[config.mk]
export PLATFORM = sky130hd
export DESIGN_NAME = os_checker_mlane
export DESIGN_NICKNAME = d
export VERILOG_FILES = /design/src/rtl/os_checker_pkg.sv /design/src/rtl/os_lane_checker.sv /design/src/rtl/os_checker_mlane.sv
export SDC_FILE = /design/constraint.sdc
export NUM_CORES = 1
export LEC_CHECK = 0
export CORE_AREA = 3 3 227 229
export CTS_CLUSTER_DIAMETER = 40
export DETAILED_ROUTE_END_ITERATION = 10
export DIE_AREA = 0 0 230 232
export SETUP_SLACK_MARGIN = 0.05
export SYNTH_ARGS = -nofsm -noshare
export SYNTH_HDL_FRONTEND = slang
export SYNTH_SLANG_ARGS = --single-unit
[constraint.sdc]
create_clock -name clk -period 8.9 [get_ports clk]
set_input_delay 1.78 -clock clk [delete_from_list [all_inputs] [get_ports clk]]
set_output_delay 1.78 -clock clk [all_outputs]
set_load 0.01 [all_outputs]
[src/rtl/os_checker_pkg.sv]
// rtl/os_checker_pkg.sv - shared constants, substate codes and field positions for the OS checker
package os_checker_pkg;

  localparam logic [7:0] PAD    = 8'hF7;
  localparam logic [7:0] TS1_ID = 8'h4A;
  localparam logic [7:0] TS2_ID = 8'h45;

  localparam logic [3:0] SS_DETECT_QUIET      = 4'd0;
  localparam logic [3:0] SS_DETECT_ACTIVE     = 4'd1;
  localparam logic [3:0] SS_POLLING_ACTIVE    = 4'd2;
  localparam logic [3:0] SS_POLLING_CONFIG    = 4'd3;
  localparam logic [3:0] SS_CFG_LW_START      = 4'd4;
  localparam logic [3:0] SS_CFG_LW_ACCEPT     = 4'd5;
  localparam logic [3:0] SS_CFG_LANENUM_WAIT  = 4'd6;
  localparam logic [3:0] SS_CFG_LANENUM_ACCEPT= 4'd7;
  localparam logic [3:0] SS_CFG_COMPLETE      = 4'd8;
  localparam logic [3:0] SS_CONFIG_IDLE       = 4'd9;

  localparam int LINK_LSB  = 8;
  localparam int LANE_LSB  = 16;
  localparam int RATE_LSB  = 32;
  localparam int UPCFG_BIT = 42;
  localparam int SKIP_BIT  = 43;
  localparam int IDENT_LSB = 80;

  typedef enum logic [1:0] {
    ST_IDLE  = 2'd0,
    ST_HUNT  = 2'd1,
    ST_COUNT = 2'd2,
    ST_DONE  = 2'd3
  } lane_state_e;

  // Substates in which lanes hunt for ordered sets; all others park lanes in IDLE.
  function automatic logic substate_checked(input logic [3:0] s);
    return (s >= SS_POLLING_ACTIVE) && (s <= SS_CFG_COMPLETE);
  endfunction

endpackage

[src/rtl/os_lane_checker.sv]
// rtl/os_lane_checker.sv - per-lane ordered-set match rules and consecutive-match FSM
module os_lane_checker
  import os_checker_pkg::*;
#(
  parameter int DEVICETYPE = 0,
  parameter int CNT_W      = 5
) (
  input  logic             clk,
  input  logic             reset,
  input  logic [127:0]     os,
  input  logic             valid,
  input  logic             enable,
  input  logic [3:0]       substate,
  input  logic             sub_chg,
  input  logic [7:0]       link_number,
  input  logic [7:0]       lane_number,
  input  logic [CNT_W-1:0] req_count,
  output logic             lane_done,
  output logic             os_hit
);

  lane_state_e      state_q, state_d;
  logic [CNT_W-1:0] cnt_q, cnt_d, req_eff, cnt_next;
  logic [7:0]       rate_q, rate_d;
  logic             upcfg_q, upcfg_d;
  logic [7:0]       f_link, f_lane, f_rate, f_ident;
  logic             f_upcfg, f_skip, pad_pad, link_lane, is_match, active, restart;
  logic             unused_bits;

  assign f_link      = os[LINK_LSB +: 8];
  assign f_lane      = os[LANE_LSB +: 8];
  assign f_rate      = os[RATE_LSB +: 8];
  assign f_upcfg     = os[UPCFG_BIT];
  assign f_skip      = os[SKIP_BIT];
  assign f_ident     = os[IDENT_LSB +: 8];
  assign unused_bits = ^{os[127:88], os[79:44], os[41:40], os[31:24], os[7:0]};

  assign pad_pad   = (f_link == PAD) && (f_lane == PAD);
  assign link_lane = (f_link == link_number) && (f_lane == lane_number);
  assign req_eff   = (req_count == '0) ? CNT_W'(1) : req_count;
  assign active    = enable && substate_checked(substate);
  assign os_hit    = valid && is_match && active && !sub_chg;
  assign lane_done = (state_q == ST_DONE);

  always_comb begin
    is_match = 1'b0;
    case (substate)
      SS_POLLING_ACTIVE:
        is_match = pad_pad && ((f_ident == TS2_ID) || ((f_ident == TS1_ID) && (!f_skip || f_upcfg)));
      SS_POLLING_CONFIG:
        is_match = pad_pad && (f_ident == TS2_ID);
      SS_CFG_LW_START:
        is_match = (f_lane == PAD) && (f_ident == TS1_ID) &&
                   ((DEVICETYPE == 0) ? (f_link == link_number) : (f_link != PAD));
      SS_CFG_LW_ACCEPT:
        is_match = (DEVICETYPE == 1) && (f_link == link_number) && (f_lane != PAD) && (f_ident == TS1_ID);
      SS_CFG_LANENUM_WAIT, SS_CFG_LANENUM_ACCEPT:
        is_match = link_lane && (f_ident == ((DEVICETYPE == 0) ? TS1_ID : TS2_ID));
      SS_CFG_COMPLETE:
        is_match = link_lane && (f_ident == TS2_ID);
      default:
        is_match = 1'b0;
    endcase
  end

  // In cfgComplete a rate/upcfg change makes the current OS the new first of a run.
  always_comb begin
    restart  = (state_q == ST_IDLE) || (state_q == ST_HUNT) ||
               ((substate == SS_CFG_COMPLETE) && ((f_rate != rate_q) || (f_upcfg != upcfg_q)));
    cnt_next = restart ? CNT_W'(1) : ((cnt_q >= req_eff) ? req_eff : cnt_q + CNT_W'(1));
    state_d  = state_q;
    cnt_d    = cnt_q;
    rate_d   = rate_q;
    upcfg_d  = upcfg_q;
    if (!active) begin
      state_d = ST_IDLE;
      cnt_d   = '0;
    end else if (sub_chg) begin
      state_d = ST_HUNT;
      cnt_d   = '0;
    end else if (valid) begin
      if (is_match) begin
        rate_d  = f_rate;
        upcfg_d = f_upcfg;
        cnt_d   = cnt_next;
        state_d = (cnt_next >= req_eff) ? ST_DONE : ST_COUNT;
      end else if ((state_q == ST_COUNT) || (state_q == ST_IDLE)) begin
        state_d = ST_HUNT;
        cnt_d   = '0;
      end
    end
  end

  always_ff @(posedge clk or negedge reset) begin
    if (!reset) begin
      state_q <= ST_IDLE;
      cnt_q   <= '0;
      rate_q  <= '0;
      upcfg_q <= 1'b0;
    end else begin
      state_q <= state_d;
      cnt_q   <= cnt_d;
      rate_q  <= rate_d;
      upcfg_q <= upcfg_d;
    end
  end

endmodule

[src/rtl/os_checker_mlane.sv]
// rtl/os_checker_mlane.sv - multi-lane ordered-set checker: substate tracking, aggregation, capture
module os_checker_mlane
  import os_checker_pkg::*;
#(
  parameter int LANES      = 4,
  parameter int DEVICETYPE = 0,
  parameter int CNT_W      = 5
) (
  input  logic                 clk,
  input  logic                 reset,
  input  logic [3:0]           substate,
  input  logic [7:0]           link_number,
  input  logic [8*LANES-1:0]   lane_numbers,
  input  logic [128*LANES-1:0] orderedset,
  input  logic [LANES-1:0]     valid,
  input  logic [LANES-1:0]     lane_enable,
  input  logic [CNT_W-1:0]     req_count,
  output logic [LANES-1:0]     lane_done,
  output logic                 all_done,
  output logic [7:0]           rate_id,
  output logic                 upconfig_cap
);

  logic [3:0]       substate_q, substate_d;
  logic [7:0]       rate_id_q, rate_id_d;
  logic             upcfg_q, upcfg_d;
  logic             sub_chg, found;
  logic [LANES-1:0] lane_hit;

  assign sub_chg = (substate != substate_q);

  for (genvar g = 0; g < LANES; g++) begin : g_lane
    os_lane_checker #(
      .DEVICETYPE (DEVICETYPE),
      .CNT_W      (CNT_W)
    ) u_lane (
      .clk         (clk),
      .reset       (reset),
      .os          (orderedset[128*g +: 128]),
      .valid       (valid[g]),
      .enable      (lane_enable[g]),
      .substate    (substate),
      .sub_chg     (sub_chg),
      .link_number (link_number),
      .lane_number (lane_numbers[8*g +: 8]),
      .req_count   (req_count),
      .lane_done   (lane_done[g]),
      .os_hit      (lane_hit[g])
    );
  end

  // Only the lowest-index enabled lane feeds the captured rate/upcfg.
  always_comb begin
    substate_d = substate;
    rate_id_d  = rate_id_q;
    upcfg_d    = upcfg_q;
    found      = 1'b0;
    for (int i = 0; i < LANES; i++) begin
      if (!found && lane_enable[i]) begin
        found = 1'b1;
        if (lane_hit[i]) begin
          rate_id_d = orderedset[128*i + RATE_LSB +: 8];
          upcfg_d   = orderedset[128*i + UPCFG_BIT];
        end
      end
    end
  end

  always_ff @(posedge clk or negedge reset) begin
    if (!reset) begin
      substate_q <= SS_DETECT_QUIET;
      rate_id_q  <= 8'h00;
      upcfg_q    <= 1'b0;
    end else begin
      substate_q <= substate_d;
      rate_id_q  <= rate_id_d;
      upcfg_q    <= upcfg_d;
    end
  end

  assign all_done     = (&(lane_done | ~lane_enable)) & (|lane_enable);
  assign rate_id      = rate_id_q;
  assign upconfig_cap = upcfg_q;

endmodule

==> qor.yml, run 1 <==
floorplan:
  start_util: 0.139
  die_area_sq_mm: 0.0534
  die_h_microns: 232
  design.core.area_sq_mm: 0.0499
  die_w_microns: 230
  ios: 585
  num_rows: 82
timing:
  clock_skew_ns: 0.0116
  fin_crit_ns: 6.61
  finalHoldViolCount: 0
  fmax_ghz: 0.151
  worst_slew_pin_slew_ns: 1.11
  post-route-period-util: 0.743
  maxSlewHeadroom: 0.241
  final_max_slew_viol_count: 0
  rsz0062_at_grt: "false"
  setup_viol: 0
  finalSetupTns_ns: 0
synth:
  synthTopCellsByArea: "dfrtp_1, xnor2_1, ha_1"
  synth_flop_cell: "dfrtp_1"
  synth_edf_count: 0
  synth_area_leader_cell: "dfrtp_1"
  synth_common_cells: "xnor2_1, dfrtp_1, ha_1"
  synth.net_count: 1377
  synth_most_common_cell: "xnor2_1"
  ys_warn_count: 0
  synth_area_sq_mm: 0.00691
  yosysSeqAreaShare: 0.279
  yosysTopAreaCellShare: 0.279
  synth_area_per_cell_sq_um: 9.07
  synth_cell_types: 70
  synthCells: 762
  async_flop_share: 1.00
  ys_ff_latch: 77
setup_path:
  slowest_delay_ns: 0.64
  regToRegSetupSlack_ns: 5.08
  r2r-start: "g_lane[3].u_lane.cnt_q[0]"
  critPathKind: "primary input to flop"
  worstPathArrival_ns: 6.85
  path_max_fanout: 11
  worst_path_most_repeated_cell: "a21o_1"
  r2r-end: "g_lane[3].u_lane.state_q[0]"
  reg2reg_depth: 16
  crit_family: "compound AO/OA/AOI/OAI gates"
  critPathCaptureType: "flop"
  cp_slowest_cell: "a211oi_1"
  crit_chain: "clkdlybuf4s50_1, inv_1, a41oi_1, inv_1, ha_1, nand2b_1, a21o_1, a21o_1, a211oi_1, o21ai_0, a21oi_1, ha_1, nand2b_1, a21o_1, a21oi_1, nor2b_1, o21ai_0, a31oi_1, mux2_2"
  cp.required_ns: 9.14
  crit_path_start: "req_count[1]"
  startpoint_type: "primary input"
  path_buf_inv: 3
grt:
  grt_pass1_vias: 6993
  grt_pass1_wl_mm: 43.7
  overflow: 0
  grt_max_degree: 78
  grt_usage: 0.109
  antenna_found_initial: 5
clock_tree:
  cts_tree: "built"
  cts.sinks: 77
  numCtsBuffers: 9
  hold_buffers: 0
  cts_resized: 0
  cts_root_buf: "clkbuf_16"
  htreeDepth: 3
  path_clk_slew_ns: 0.07
  insertion_delay_ns: 0.35
  clk_path_buf_depth: 2
  postCtsSetupBuffers: 0
drt:
  via_per_inst: 4.21
  drtIter0Drc: 495
  drc: 0
  firstDrtPassIters: 5
  drt_wl_total_mm: 29.9
  vias: 6857
  drtAntennaViolNets: 0
  wl_per_cell_microns: 18.4
placement:
  place_inst: 1607
  placed_area_sq_mm: 0.00966
  gp_congestion: 0.827
  io_buffers: 208
  hpwlAfterDp_mm: 25.2
hold_path:
  worstHoldStart: "g_lane[3].u_lane.state_q[1]"
  holdPathStages: 1
  min_to: "g_lane[3].u_lane.state_q[1]"
  hold_path_class: "flop to flop"
cells_and_area:
  multi_input_area_sq_mm: 0.00465
  final_cell_area_sq_mm: 0.00998
  fillers: 5546
  register_area_sq_mm: 0.00193
  nets: 1561
  instances_no_fill: 1627
  area_delta_synth_final_pct: 44.3
  drive_gt1_frac: 0.0526
flow_run:
  maxCapViolations: 0
pwr:
  p_leak_nw: 3.95
  power_per_cell_area_mw_per_mm2: 96.1
  vdd_ir_drop_max_uv: 71.6
  p_total_mw: 0.959
run_status:
  outcome: "complete, no violations"
==> metal layers <==
layer,part of all wire,up-vias,global-route usage
met3,0.060,21,0.0228
met1,0.45,3343,0.143
met2,0.48,255,0.181
met4,0.011,0,0.0322
li1,-,3238,-
met5,0,-,0
==> layout by cell type (no fill, tap or decap), types with 10 or more instances in the layout <==
cell type / instances
nand2_1: 26
nor3_1: 31
a21oi_1: 18
nand4b_1: 11
inv_1: 39
dfrtp_1: 77
a22o_1: 14
nand2b_1: 11
nor2b_1: 11
o32ai_1: 10
nor2_1: 21
a211oi_1: 13
a2111oi_0: 17
xor2_1: 24
nand4_1: 29
mux2_2: 19
and4_1: 10
nand3_1: 31
ha_1: 44
clkdlybuf4s50_1: 207
o21ai_0: 28
xnor2_1: 92
a21o_1: 38
==> stage by stage <==
| stage | utilization | hold slack (ns) | setup slack [ns] |
|---|---|---|---|
| after global placement | 0.194 | 0.480 | 2.06 |
| after floorplan | - | 0.457 | 3.67 |
| after CTS | 0.200 | 0.494 | 2.36 |
| after global routing | 0.200 | 0.517 | 1.88 |
| final | 0.200 | 0.498 | 2.29 |
| after detailed placement | 0.194 | 0.479 | 2.00 |
==> report_power, final <==
part | leakage [nW] | switching [mW] | internal [mW] | total, mW
logic | 2.75 | 0.0986 | 0.119 | 0.218
clock network | 0.144 | 0.167 | 0.221 | 0.388
registers | 1.06 | 0.00125 | 0.352 | 0.353
==> sequential cells by signal, indices dropped and copies added, names as in the netlist <==
| name | cells |
|---|---|
| substate_q | 4 |
| rate_id | 8 |
| g_lane.u_lane.cnt_q | 20 |
| g_lane.u_lane.state_q | 8 |
| g_lane.u_lane.rate_q | 32 |
| upconfig_cap | 1 |
| g_lane.u_lane.upcfg_q | 4 |
==> worst max path at each step <==
| stage | endpoint | slack [ns] | depth (start not counted) |
|---|---|---|---|
| CTS | g_lane[3].u_lane.state_q[0] | 2.36 | 19 |
| detailed placement | g_lane[3].u_lane.state_q[0] | 2.00 | 19 |
| finish | g_lane[3].u_lane.state_q[0] | 2.29 | 19 |
| floorplan | g_lane[2].u_lane.state_q[0] | 3.67 | 18 |
| global route | g_lane[3].u_lane.state_q[0] | 1.88 | 19 |
| global placement | g_lane[3].u_lane.state_q[0] | 2.06 | 19 |
==> worst register-to-register path: stages (launching register included) <==
cell and delay [ns]:
dfrtp_1 0.42, inv_1 0.07, ha_1 0.28, nand2b_1 0.14, a21o_1 0.18, a21o_1 0.19, a211oi_1 0.64, o21ai_0 0.20
a21oi_1 0.25, ha_1 0.27, nand2b_1 0.14, a21o_1 0.18, a21oi_1 0.15, nor2b_1 0.06, o21ai_0 0.18, a31oi_1 0.10
mux2_2 0.27
==> kinds of logic (layout without fill, tap and decap cells) <==
family,after synthesis,in the layout,share of synthesized area
simple gates,229,229,0.202
compound gates,195,195,0.205
xor+xnor,116,116,0.147
flops,77,77,0.279
buf+inv,77,266,0.0489
fa+ha+maj,44,44,0.0796
mux,24,24,0.0386
other cells,0,4,0
==> area by class of cell <==
class / instances / area share
Antenna cell: 4 / 0.00100
Clock buffer: 9 / 0.0226
Clock inverter: 7 / 0.00828
Tap cell: 672 / 0.0843
Multi-Input combinational cell: 608 / 0.466
Sequential cell: 77 / 0.193
Inverter: 40 / 0.0150
Timing Repair Buffer: 210 / 0.210
Power figures use the tool's default switching activity.
==> inputs of run 2 (changes only) <==
- CORE_AREA: 3 3 227 229 -> 3 3 223 225
- DIE_AREA: 0 0 230 232 -> 0 0 226 228
- clock period: 8.9 -> 6.71 ns (I/O delays scaled with it)
==> qor.yml, run 2 (synthesis gave the netlist of run 1 again) <==
floorplan:
  die_area_sq_mm: 0.0515
  start_util: 0.145
  ios: 585
  num_rows: 80
  die_h_microns: 228
  design.core.area_sq_mm: 0.0477
  die_w_microns: 226
drt:
  drt_wl_total_mm: 28.5
  wl_per_cell_microns: 18.1
  vias: 6852
  via_per_inst: 4.36
  firstDrtPassIters: 4
  drtAntennaViolNets: 0
  drtIter0Drc: 383
  drc: 0
grt:
  grt_max_degree: 78
  antenna_found_initial: 4
  overflow: 0
  grt_pass1_wl_mm: 42.6
  grt_pass1_vias: 7214
  grt_usage: 0.108
timing:
  maxSlewHeadroom: 0.304
  rsz0062_at_grt: "false"
  post-route-period-util: 0.839
  final_max_slew_viol_count: 0
  fin_crit_ns: 5.63
  finalSetupTns_ns: 0
  clock_skew_ns: 0.0121
  worst_slew_pin_slew_ns: 1.04
  fmax_ghz: 0.178
  setup_viol: 0
  finalHoldViolCount: 0
hold_path:
  hold_path_class: "flop to flop"
  worstHoldStart: "g_lane[0].u_lane.rate_q[6]"
pwr:
  swShare: 0.262
  p_switching_mw: 0.327
  power_per_cell_area_mw_per_mm2: 126
  p_seq_frac: 0.375
  p_leak_nw: 3.98
  vdd_ir_drop_max_uv: 118
  internal-power_mw: 0.921
  combPwrFrac: 0.231
  p_total_mw: 1.25
  p_clk_frac: 0.393
clock_tree:
  cts.sinks: 77
  htreeDepth: 3
  postCtsSetupBuffers: 0
  cts_resized: 0
  insertion_delay_ns: 0.35
  cts_root_buf: "clkbuf_16"
  path_clk_slew_ns: 0.06
  cts_tree: "built"
  clk_path_buf_depth: 2
  hold_buffers: 0
  numCtsBuffers: 9
setup_path:
  startpoint_type: "primary input"
  path_max_fanout: 8
  crit_path_start: "req_count[4]"
  r2r-start: "g_lane[2].u_lane.cnt_q[0]"
  cp_slowest_cell: "clkdlybuf4s50_1"
  crit_family: "compound AO/OA/AOI/OAI gates"
  regToRegSetupSlack_ns: 3.01
  crit_chain: "clkdlybuf4s50_1, inv_1, a41oi_1, inv_1, ha_1, nand2b_1, a21o_1, a21o_1, a211oi_1, nor2_1, mux2i_1, nor2_1, ha_1, a21o_1, a21o_1, a21o_1, a21oi_1, a21oi_1, o211a_1"
  worst_path_most_repeated_cell: "a21o_1"
  path_buf_inv: 3
  cp.required_ns: 6.95
  critPathCaptureType: "flop"
  slowest_delay_ns: 0.68
  critPathKind: "primary input to flop"
  worstPathArrival_ns: 5.87
cells_and_area:
  area_delta_synth_final_pct: 43.8
  drive_gt1_frac: 0.0585
  largest_reg_flops: 32
  instances_no_fill: 1572
  nets: 1569
  fillers: 5194
  reg_top3: "g_lane.u_lane.rate_q (32), g_lane.u_lane.cnt_q (20)"
  final_common_cell: "clkdlybuf4s50_1"
  final_cell_mix: "clkdlybuf4s50_1, xnor2_1, dfrtp_1"
  diodes: 0
  register_area_sq_mm: 0.00193
  top_register: "g_lane.u_lane.rate_q"
  multi_input_area_sq_mm: 0.00465
placement:
  hpwlAfterDp_mm: 23.8
  io_buffers: 208
  place_inst: 1558
  gp_congestion: 0.809
flow_run:
  maxCapViolations: 0
run_status:
  outcome: "complete, no violations"
[run 2: worst register-to-register path: cells and delay by family, from the launching register on]
kind	cells	cell delay, ns
flops	1	0.38
compound gates	9	1.81
buf+inv	1	0.07
mux	1	0.27
simple gates	3	0.45
fa+ha+maj	2	0.59
[run 2: power by group through the flow]
stage	logic [mW]	clock network, mW	registers, mW
2_1_floorplan	0.106	0	0.477
3_3_place_gp	0.285	0	0.477
3_5_place_dp	0.290	0	0.477
4_1_cts	0.292	0.502	0.469
5_1_grt	0.314	0.520	0.469
6_report	0.289	0.491	0.469
[run 2: final cells by class]
type | count | share of cell area
flip-flops and latches | 77 | 0.194
multi-input cells | 608 | 0.468
clock buffers | 10 | 0.0240
clock inverters | 4 | 0.00504
repair buffers | 218 | 0.217
inverters | 40 | 0.0151
well taps | 615 | 0.0774
[run 2: per-layer routing]
metal | GRT usage | vias up | routed length, microns
li1 | - | 3254 | -
met3 | 0.0240 | 35 | 1650
met2 | 0.189 | 239 | 14100
met1 | 0.136 | 3320 | 12300
met5 | 0 | - | 31
met4 | 0.0248 | 4 | 376
[run 2: final timing paths]
path	to	cells past startpoint
worst max-delay path	g_lane[2].u_lane.state_q[0]	19
worst min-delay path	g_lane[0].u_lane.rate_q[6]	1
worst min register to register	g_lane[0].u_lane.rate_q[6]	1
max in group asynchronous	g_lane[3].u_lane.rate_q[4]	1
min in group asynchronous	g_lane[0].u_lane.rate_q[2]	1
worst max register to register	g_lane[2].u_lane.state_q[0]	16
[run 2: per-stage QoR]
step                 util  worst slack [ns]  area [sq um]  hold slack, ns
floorplan               -              1.91          6910           0.457
global placement    0.202             0.851          9650           0.480
detailed placement  0.202             0.789          9650           0.486
CTS                 0.208              1.12          9940           0.500
global route        0.208             0.792          9940           0.508
finish              0.208              1.08          9940           0.499
==> inputs of run 3 (changes only) <==
- CORE_AREA: 3 3 223 225 -> 3 3 227 229
- DIE_AREA: 0 0 226 228 -> 0 0 230 232
- clock period: 6.71 -> 5 ns (I/O delays scaled with it)
==> qor.yml, run 3 (synthesis gave the netlist of run 1 again) <==
timing:
  finalSetupTns_ns: 0
  maxSlewHeadroom: 0.283
  setup_viol: 0
  setup_slack_ns: 0.412
  clock_skew_ns: 0.00727
  final_max_slew_viol_count: 0
  finalHoldViolCount: 0
  worst_slew_pin_slew_ns: 1.08
  post-route-period-util: 0.918
  fmax_ghz: 0.218
  fin_crit_ns: 4.59
  rsz0062_at_grt: "false"
pwr:
  p_switching_mw: 0.445
  internal-power_mw: 1.29
  p_seq_frac: 0.363
  p_leak_nw: 4.25
  combPwrFrac: 0.233
  p_clk_frac: 0.404
  swShare: 0.257
  vdd_ir_drop_max_uv: 158
  power_per_cell_area_mw_per_mm2: 166
drt:
  firstDrtPassIters: 5
  drt_wl_total_mm: 30.1
  routed-wl-met2_mm: 14.2
  wl_met3_mm: 1.70
  via_per_inst: 4.20
  drtAntennaViolNets: 0
  maxUsedRoutingLayer: "met5"
  drc: 0
  wl_per_cell_microns: 17.9
  wl_met1_mm: 13.7
  vias: 7062
  drtIter0Drc: 434
grt:
  grt_max_degree: 78
  grt_pass1_wl_mm: 44.4
  grt_pass1_vias: 7293
  overflow: 0
  grt_usage: 0.111
  antenna_found_initial: 4
setup_path:
  crit_chain: "clkdlybuf4s50_1, inv_1, a41oi_2, inv_2, ha_1, nand2b_1, a21o_1, a21o_1, a211oi_1, buf_4, o21ai_0, a21oi_1, ha_1, nand2b_1, a21o_1, a21o_1, a21o_1, a21oi_1, a21oi_1, o211a_1"
  slowest_delay_ns: 0.49
  path_buf_inv: 4
  critPathKind: "primary input to flop"
  cp.required_ns: 5.23
  worstPathArrival_ns: 4.82
  cp_slowest_cell: "clkdlybuf4s50_1"
  path_max_fanout: 5
  crit_family: "compound AO/OA/AOI/OAI gates"
  startpoint_type: "primary input"
  worst_path_most_repeated_cell: "a21o_1"
  critPathCaptureType: "flop"
clock_tree:
  cts.sinks: 77
  numCtsBuffers: 9
  clk_path_buf_depth: 2
  htreeDepth: 3
  hold_buffers: 0
  path_clk_slew_ns: 0.06
  cts_resized: 0
  cts_root_buf: "clkbuf_16"
  postCtsSetupBuffers: 0
  cts_tree: "built"
  insertion_delay_ns: 0.35
cells_and_area:
  final_common_cell: "clkdlybuf4s50_1"
  area_delta_synth_final_pct: 50.9
  top_register: "g_lane.u_lane.rate_q"
  instances_no_fill: 1683
  drive_gt1_frac: 0.109
  final_cell_mix: "clkdlybuf4s50_1, xnor2_1, dfrtp_1"
  nets: 1621
  reg_top3: "g_lane.u_lane.rate_q (32), g_lane.u_lane.cnt_q (20)"
  largest_reg_flops: 32
  final_cell_area_sq_mm: 0.0104
floorplan:
  design.core.area_sq_mm: 0.0499
  die_h_microns: 232
  die_area_sq_mm: 0.0534
  die_w_microns: 230
  ios: 585
  start_util: 0.139
  num_rows: 82
placement:
  post-place-ws_ns: -0.0587
  placed_area_sq_mm: 0.0101
  io_buffers: 208
  gp_congestion: 0.841
  place_inst: 1667
  hpwlAfterDp_mm: 25.7
run_status:
  outcome: "complete, no violations"
flow_run:
  maxCapViolations: 0
hold_path:
  hold_path_class: "flop to flop"
[run 3: cell types whose count changed in the layout (fill, tap and decap cells not counted), sizes merged]
cell and delta:
diode +1, buf +52, clkbuf +1, clkinvlp -2, bufinv +1, clkinv +1
[run 3: routing by layer]
layer / global-route usage / up-vias
li1: - / 3366
met1: 0.144 / 3434
met2: 0.188 / 226
met3: 0.0248 / 34
met4: 0.0261 / 2
met5: 0 / -
[run 3: cell type report]
| class | count | area (sq um) |
|---|---|---|
| well taps | 672 | 841 |
| fillers | 5515 | 39400 |
| repair buffers | 270 | 2540 |
| flip-flops and latches | 77 | 1930 |
| clock inverters | 4 | 73.8 |
| inverters | 40 | 150 |
| diodes | 1 | 2.50 |
| multi-input cells | 608 | 4660 |
| clock buffers | 11 | 233 |
[run 3: path summary, 6_finish.rpt]
| kind | start | end | slack, ns | depth (start not counted) |
|---|---|---|---|---|
| setup / recovery | req_count[4] | g_lane[2].u_lane.state_q[0] | 0.41 | 20 |
| hold / removal | g_lane[0].u_lane.rate_q[5] | g_lane[0].u_lane.rate_q[5] | 0.50 | 1 |
| setup reg to reg | g_lane[2].u_lane.cnt_q[0] | g_lane[2].u_lane.state_q[0] | 1.53 | 17 |
| hold reg to reg | g_lane[0].u_lane.rate_q[5] | g_lane[0].u_lane.rate_q[5] | 0.50 | 1 |
| max in group asynchronous | reset | g_lane[0].u_lane.cnt_q[0] | 3.46 | 1 |
| min in group asynchronous | reset | g_lane[1].u_lane.rate_q[4] | 0.84 | 1 |
[run 3: power groups by stage]
stage / sequential (mW) / clock [mW] / combinational (mW)
final: 0.629 / 0.700 / 0.404
after global routing: 0.629 / 0.737 / 0.439
after CTS: 0.629 / 0.712 / 0.407
after detailed placement: 0.640 / 0 / 0.405
after global placement: 0.640 / 0 / 0.399
after floorplan: 0.640 / 0 / 0.142
[run 3: metrics by stage]
| step | util | power [mW] | hold slack, ns |
|---|---|---|---|
| 3_5_place_dp | 0.203 | 1.05 | 0.488 |
| 2_1_floorplan | - | 0.782 | 0.457 |
| 5_1_grt | 0.209 | 1.81 | 0.514 |
| 3_3_place_gp | 0.203 | 1.04 | 0.480 |
| 6_report | 0.209 | 1.73 | 0.497 |
| 4_1_cts | 0.209 | 1.75 | 0.500 |
